### src/rtl/branch_target_buffer.sv
// Direct-mapped branch target buffer with 2-bit saturating direction counters.
// Optional hit/mispredict statistics counters are enabled by defining BTB_STATS_EN.
module branch_target_buffer #(
    parameter int ENTRIES = 16
) (
    input  logic        clk,
    input  logic        rst,
    input  logic [31:0] pc,
    input  logic        update_en,
    input  logic [31:0] update_pc,
    input  logic [31:0] update_target,
    input  logic        update_taken,
    input  logic        update_mispredict,
    output logic [31:0] btb_target_pc,
    output logic        btb_pc_valid,
    output logic        btb_pc_predictTaken
`ifdef BTB_STATS_EN
    ,
    output logic [31:0] stat_hits,
    output logic [31:0] stat_mispredicts
`endif
);

    localparam int IDX   = $clog2(ENTRIES);
    localparam int TAG_W = 30 - IDX;

    localparam logic [1:0] CTR_WNT = 2'b01;
    localparam logic [1:0] CTR_WT  = 2'b10;

    function automatic logic [1:0] ctr_inc(input logic [1:0] c);
        return (c == 2'b11) ? c : c + 2'b01;
    endfunction

    function automatic logic [1:0] ctr_dec(input logic [1:0] c);
        return (c == 2'b00) ? c : c - 2'b01;
    endfunction

    logic [ENTRIES-1:0] valid_q, valid_d;
    logic [1:0]         cnt_q    [ENTRIES];
    logic [1:0]         cnt_d    [ENTRIES];
    logic [TAG_W-1:0]   tag_q    [ENTRIES];
    logic [TAG_W-1:0]   tag_d    [ENTRIES];
    logic [31:0]        target_q [ENTRIES];
    logic [31:0]        target_d [ENTRIES];

    logic [IDX-1:0]   lk_idx, up_idx;
    logic [TAG_W-1:0] lk_tag, up_tag;
    logic             lk_hit, up_hit, up_act;
    logic             unused_bits;

    assign lk_idx      = pc[IDX+1:2];
    assign lk_tag      = pc[31:IDX+2];
    assign up_idx      = update_pc[IDX+1:2];
    assign up_tag      = update_pc[31:IDX+2];
    assign unused_bits = ^{pc[1:0], update_pc[1:0], update_mispredict};

    // Lookup sees the pre-edge table contents, so a same-cycle update is visible next cycle.
    always_comb begin
        lk_hit              = valid_q[lk_idx] && (tag_q[lk_idx] == lk_tag);
        btb_pc_valid        = lk_hit;
        btb_target_pc       = lk_hit ? target_q[lk_idx] : 32'd0;
        btb_pc_predictTaken = lk_hit && cnt_q[lk_idx][1];
    end

    // Updates are suppressed while reset is held.
    assign up_act = update_en && rst;
    assign up_hit = valid_q[up_idx] && (tag_q[up_idx] == up_tag);

    always_comb begin
        valid_d  = valid_q;
        cnt_d    = cnt_q;
        tag_d    = tag_q;
        target_d = target_q;
        if (up_act) begin
            if (up_hit) begin
                if (update_taken) begin
                    cnt_d[up_idx]    = ctr_inc(cnt_q[up_idx]);
                    target_d[up_idx] = update_target;
                end else begin
                    cnt_d[up_idx] = ctr_dec(cnt_q[up_idx]);
                end
            end else if (update_taken) begin
                valid_d[up_idx]  = 1'b1;
                tag_d[up_idx]    = up_tag;
                target_d[up_idx] = update_target;
                cnt_d[up_idx]    = CTR_WT;
            end
        end
    end

    always_ff @(posedge clk or negedge rst) begin
        if (!rst) begin
            valid_q <= '0;
            for (int i = 0; i < ENTRIES; i++) cnt_q[i] <= CTR_WNT;
        end else begin
            valid_q <= valid_d;
            cnt_q   <= cnt_d;
        end
    end

    // Tag and target are don't-care while the valid bit is clear, so they carry no reset.
    always_ff @(posedge clk) begin
        tag_q    <= tag_d;
        target_q <= target_d;
    end

`ifdef BTB_STATS_EN
    logic [31:0] hits_q, hits_d, misp_q, misp_d;

    always_comb begin
        hits_d = hits_q;
        misp_d = misp_q;
        if (lk_hit && (hits_q != 32'hFFFF_FFFF)) hits_d = hits_q + 32'd1;
        if (update_en && update_mispredict && (misp_q != 32'hFFFF_FFFF)) misp_d = misp_q + 32'd1;
    end

    always_ff @(posedge clk or negedge rst) begin
        if (!rst) begin
            hits_q <= '0;
            misp_q <= '0;
        end else begin
            hits_q <= hits_d;
            misp_q <= misp_d;
        end
    end

    assign stat_hits        = hits_q;
    assign stat_mispredicts = misp_q;
`endif

endmodule

### config.mk
export PLATFORM = sky130hd
export DESIGN_NAME = branch_target_buffer
export DESIGN_NICKNAME = d
export VERILOG_FILES = /design/src/rtl/branch_target_buffer.sv
export SDC_FILE = /design/constraint.sdc
export NUM_CORES = 1
export LEC_CHECK = 0
export ABC_AREA = 1
export CORE_MARGIN = 4
export CORE_UTILIZATION = 40
export CTS_BUF_LIST = sky130_fd_sc_hd__clkbuf_8
export DETAILED_ROUTE_END_ITERATION = 10
export SETUP_SLACK_MARGIN = 0.2
export SYNTH_ARGS = -nofsm -noshare
export SYNTH_HDL_FRONTEND = slang
export SYNTH_SLANG_ARGS = --single-unit
### constraint.sdc
create_clock -name clk -period 3.2 [get_ports clk]
set_input_delay 0.32 -clock clk [delete_from_list [all_inputs] [get_ports clk]]
set_output_delay 0.32 -clock clk [all_outputs]
set_load 0.01 [all_outputs]
==> flow_summary.json <==
{
  "synth_ff_type": "edfxtp_1",
  "dp_hpwl_mm": 86.08,
  "rsz0062_at_grt": "yes",
  "crit_path_start_kind": "register",
  "drt_wl_total_mm": 147.0,
  "cp.arrival_ns": 3.23,
  "yosysUniqueCellTypes": 43,
  "worst_slack_ns": -0.3507,
  "p_per_area_nw_per_um2": 506.3,
  "holdCritPathClass": "in -> reg",
  "status": "finished with violations",
  "grt_pass1_wl_mm": 213.0,
  "drt_iter0_drc": 4397,
  "yosysTopAreaCellShare_pct": 63.15,
  "vdd_drop_max_mv": 0.3109,
  "slew_headroom_pct": 37.76,
  "ys_top_cells_by_count": "1,439 x nand2_1, 928 x edfxtp_1, 348 x nor2_1",
  "vias_per_cell": 5.596,
  "worstMarginPinSlew_ns": 0.9336,
  "avgSynthCellArea_um2": 10.27,
  "cp_data_required_time_ns": 2.88,
  "place_ws_ns": -0.5022,
  "firstDrtPassIters": 6,
  "final_cell_area_um2": 53940,
  "clk_pin_slew_ns": 0.06,
  "die_x_um": 340.2,
  "grt_util_all_layers_pct": 24.49,
  "htree_levels": 4,
  "cp_max_fo": 8,
  "dp.cells": 5981,
  "syn_inst": 4296,
  "fillCellCount": 9846,
  "grt_pass1_vias": 33010,
  "die_area_um2": 115700,
  "crit_path_end_kind": "output port",
  "synth_nets": 4397,
  "grt.overflow.total": 0,
  "clk_latency_ns": 0.85,
  "ys_warn_count": 0,
  "async_flop_share_pct": 4.918,
  "synth_most_common_cell": "nand2_1",
  "p_total_mw": 27.31,
  "gp_congestion": 0.9139,
  "max_cap_viol_count": 0,
  "drc": 0,
  "antenna_found_initial": 8,
  "violations": "negative setup slack",
  "numClockSinks": 976,
  "synth_top_area_cell": "edfxtp_1",
  "placed_area_um2": 50310,
  "finalClockSkew_ns": 0.04450,
  "period_needed_ns": 3.551,
  "synth.yosys.seq_area_share_pct": 65.91,
  "drv_slew": 0,
  "final-hold-violation-count": 0,
  "period_share_pct": 111.0,
  "nNetsFinal": 4791,
  "p_leak_nw": 20.64,
  "synth_area_leaders": "edfxtp_1 63%, nand2_1 12%, a21oi_1 3.4%",
  "layout-drive-gt1-share_pct": 15.93,
  "start_util_pct": 40.43,
  "wl_per_cell_um": 23.34,
  "cts-buffers-inserted": 163,
  "die_h_um": 340.2,
  "fmax_mhz": 281.6,
  "syn_to_final_growth_pct": 22.22,
  "io_buffers": 129,
  "root_buffer": "clkbuf_8",
  "grt_max_degree": 103,
  "seqCellArea_um2": 29090,
  "io_pins": 135,
  "drtAntennaViolNets": 0,
  "layout.cells.non_filler": 6298,
  "synth-seq-cells": 976,
  "routed-via-count": 35250,
  "syn_area_um2": 44130,
  "fin_util_pct": 49.41,
  "clock_path_buffers": 3,
  "coreArea_um2": 109200,
  "crit_type": "reg -> out",
  "cts_tree": "built",
  "synth_edf_count": 928,
  "multi_input_area_um2": 13900,
  "finalSetupViolCount": 34,
  "num_rows": 121
}
[critical path: stages, from the launching register on]
cell,delay (ns)
edfxtp_1,0.38
o21ai_0,0.19
o22ai_1,0.11
nand2_1,0.06
nand2_1,0.07
nand2_1,0.06
nand2_1,0.07
nand2_1,0.06
o21ai_0,0.09
nor2_2,0.25
nand2_2,0.10
nor2_4,0.14
nand2_4,0.11
buf_6,0.15
buf_16,0.16
nor3_4,0.15
buf_4,0.12
buf_6,0.09
[path summary, 6_finish.rpt]
kind,from,end,slack (ns),depth (start not counted)
hold reg to reg,cnt_q[24],cnt_q[24],0.46,2
setup / recovery,tag_q[354],btb_target_pc[29],-0.35,17
min in group asynchronous,rst,cnt_q[5],0.20,3
max in group asynchronous,rst,valid_q[13],2.52,3
hold / removal,update_pc[3],cnt_q[0],0.17,6
setup reg to reg,tag_q[360],tag_q[165],0.44,14
[routing by layer]
| metal | track usage, % | wire (µm) | up-vias |
|---|---|---|---|
| met3 | 4.549 | 14060 | 314 |
| met1 | 34.47 | 61130 | 17080 |
| met2 | 38.42 | 67280 | 1866 |
| met4 | 8.232 | 4460 | 8 |
| li1 | - | - | 15980 |
| met5 | 0 | 55 | - |
[placed cells by master (no fill, tap or decap), drive strengths merged, types with 2 or more instances in the layout]
cell / synthesis / routed
dfstp: 16 / 16
diode: 0 / 8
or2: 7 / 7
nand4: 10 / 10
a21oi: 302 / 302
xnor2: 8 / 8
edfxtp: 928 / 928
nor2: 352 / 352
buf: 107 / 428
inv: 127 / 185
clkinv: 2 / 45
o2111ai: 2 / 2
nand3: 132 / 132
a221oi: 124 / 124
clkinvlp: 0 / 15
a22oi: 16 / 16
o22ai: 27 / 27
xor2: 3 / 3
nand2: 1441 / 1441
bufinv: 0 / 5
o21ai: 283 / 283
o21bai: 8 / 8
o211ai: 55 / 55
clkbuf: 183 / 170
dfrtp: 32 / 32
a31oi: 5 / 5
o31ai: 32 / 32
clkdlybuf4s50: 0 / 88
nor3: 58 / 58
o221ai: 31 / 31
[sequential cells by signal, indices dropped and copies added (netlist names)]
register and count:
tag_q 416, target_q 512, cnt_q 32, valid_q 16
[power breakdown]
part | leakage (nW) | internal [mW] | switching [mW]
Sequential | 8.88 | 14.1 | 0.0786
Clock | 1.75 | 5.27 | 5.06
Combinational | 10.0 | 0.983 | 1.78
[logic make-up after synthesis]
kind of cell / after synthesis / share of synthesized area, %
AO/OA/AOI/OAI: 889 / 12.17
XOR/XNOR: 11 / 0.2183
buffers and inverters: 419 / 3.949
flip-flops: 976 / 65.91
multiplexers: 1 / 0.02268
AND/OR/NAND/NOR: 2000 / 17.73
[repair_timing]
action / CTS / global route
pin swaps: 15 / 36
setup buffers: 6 / 6
resized for setup: 203 / 84
hold buffers: 1 / 0
cloned: 4 / 3
hold endpoints to repair: 48 / 0
endpoints found under the setup margin: 34 / 152
[cell type report]
class,count,area share (%)
multi-input combinational,2901,25.77
antenna,8,0.03711
clock buffer,168,4.287
inverter,129,1.011
timing repair buffer,519,10.30
tap,1476,3.424
sequential,976,53.93
clock inverter,121,1.236
[metrics by stage]
stage	hold slack [ns]	TNS, ns
floorplan	0.02441	-18.70
global placement	0.4521	-139.35
detailed placement	0.4547	-137.83
CTS	0.1025	-11.20
global route	0.1559	-15.01
finish	0.1719	-9.426
(Power assumes the default switching activity.)
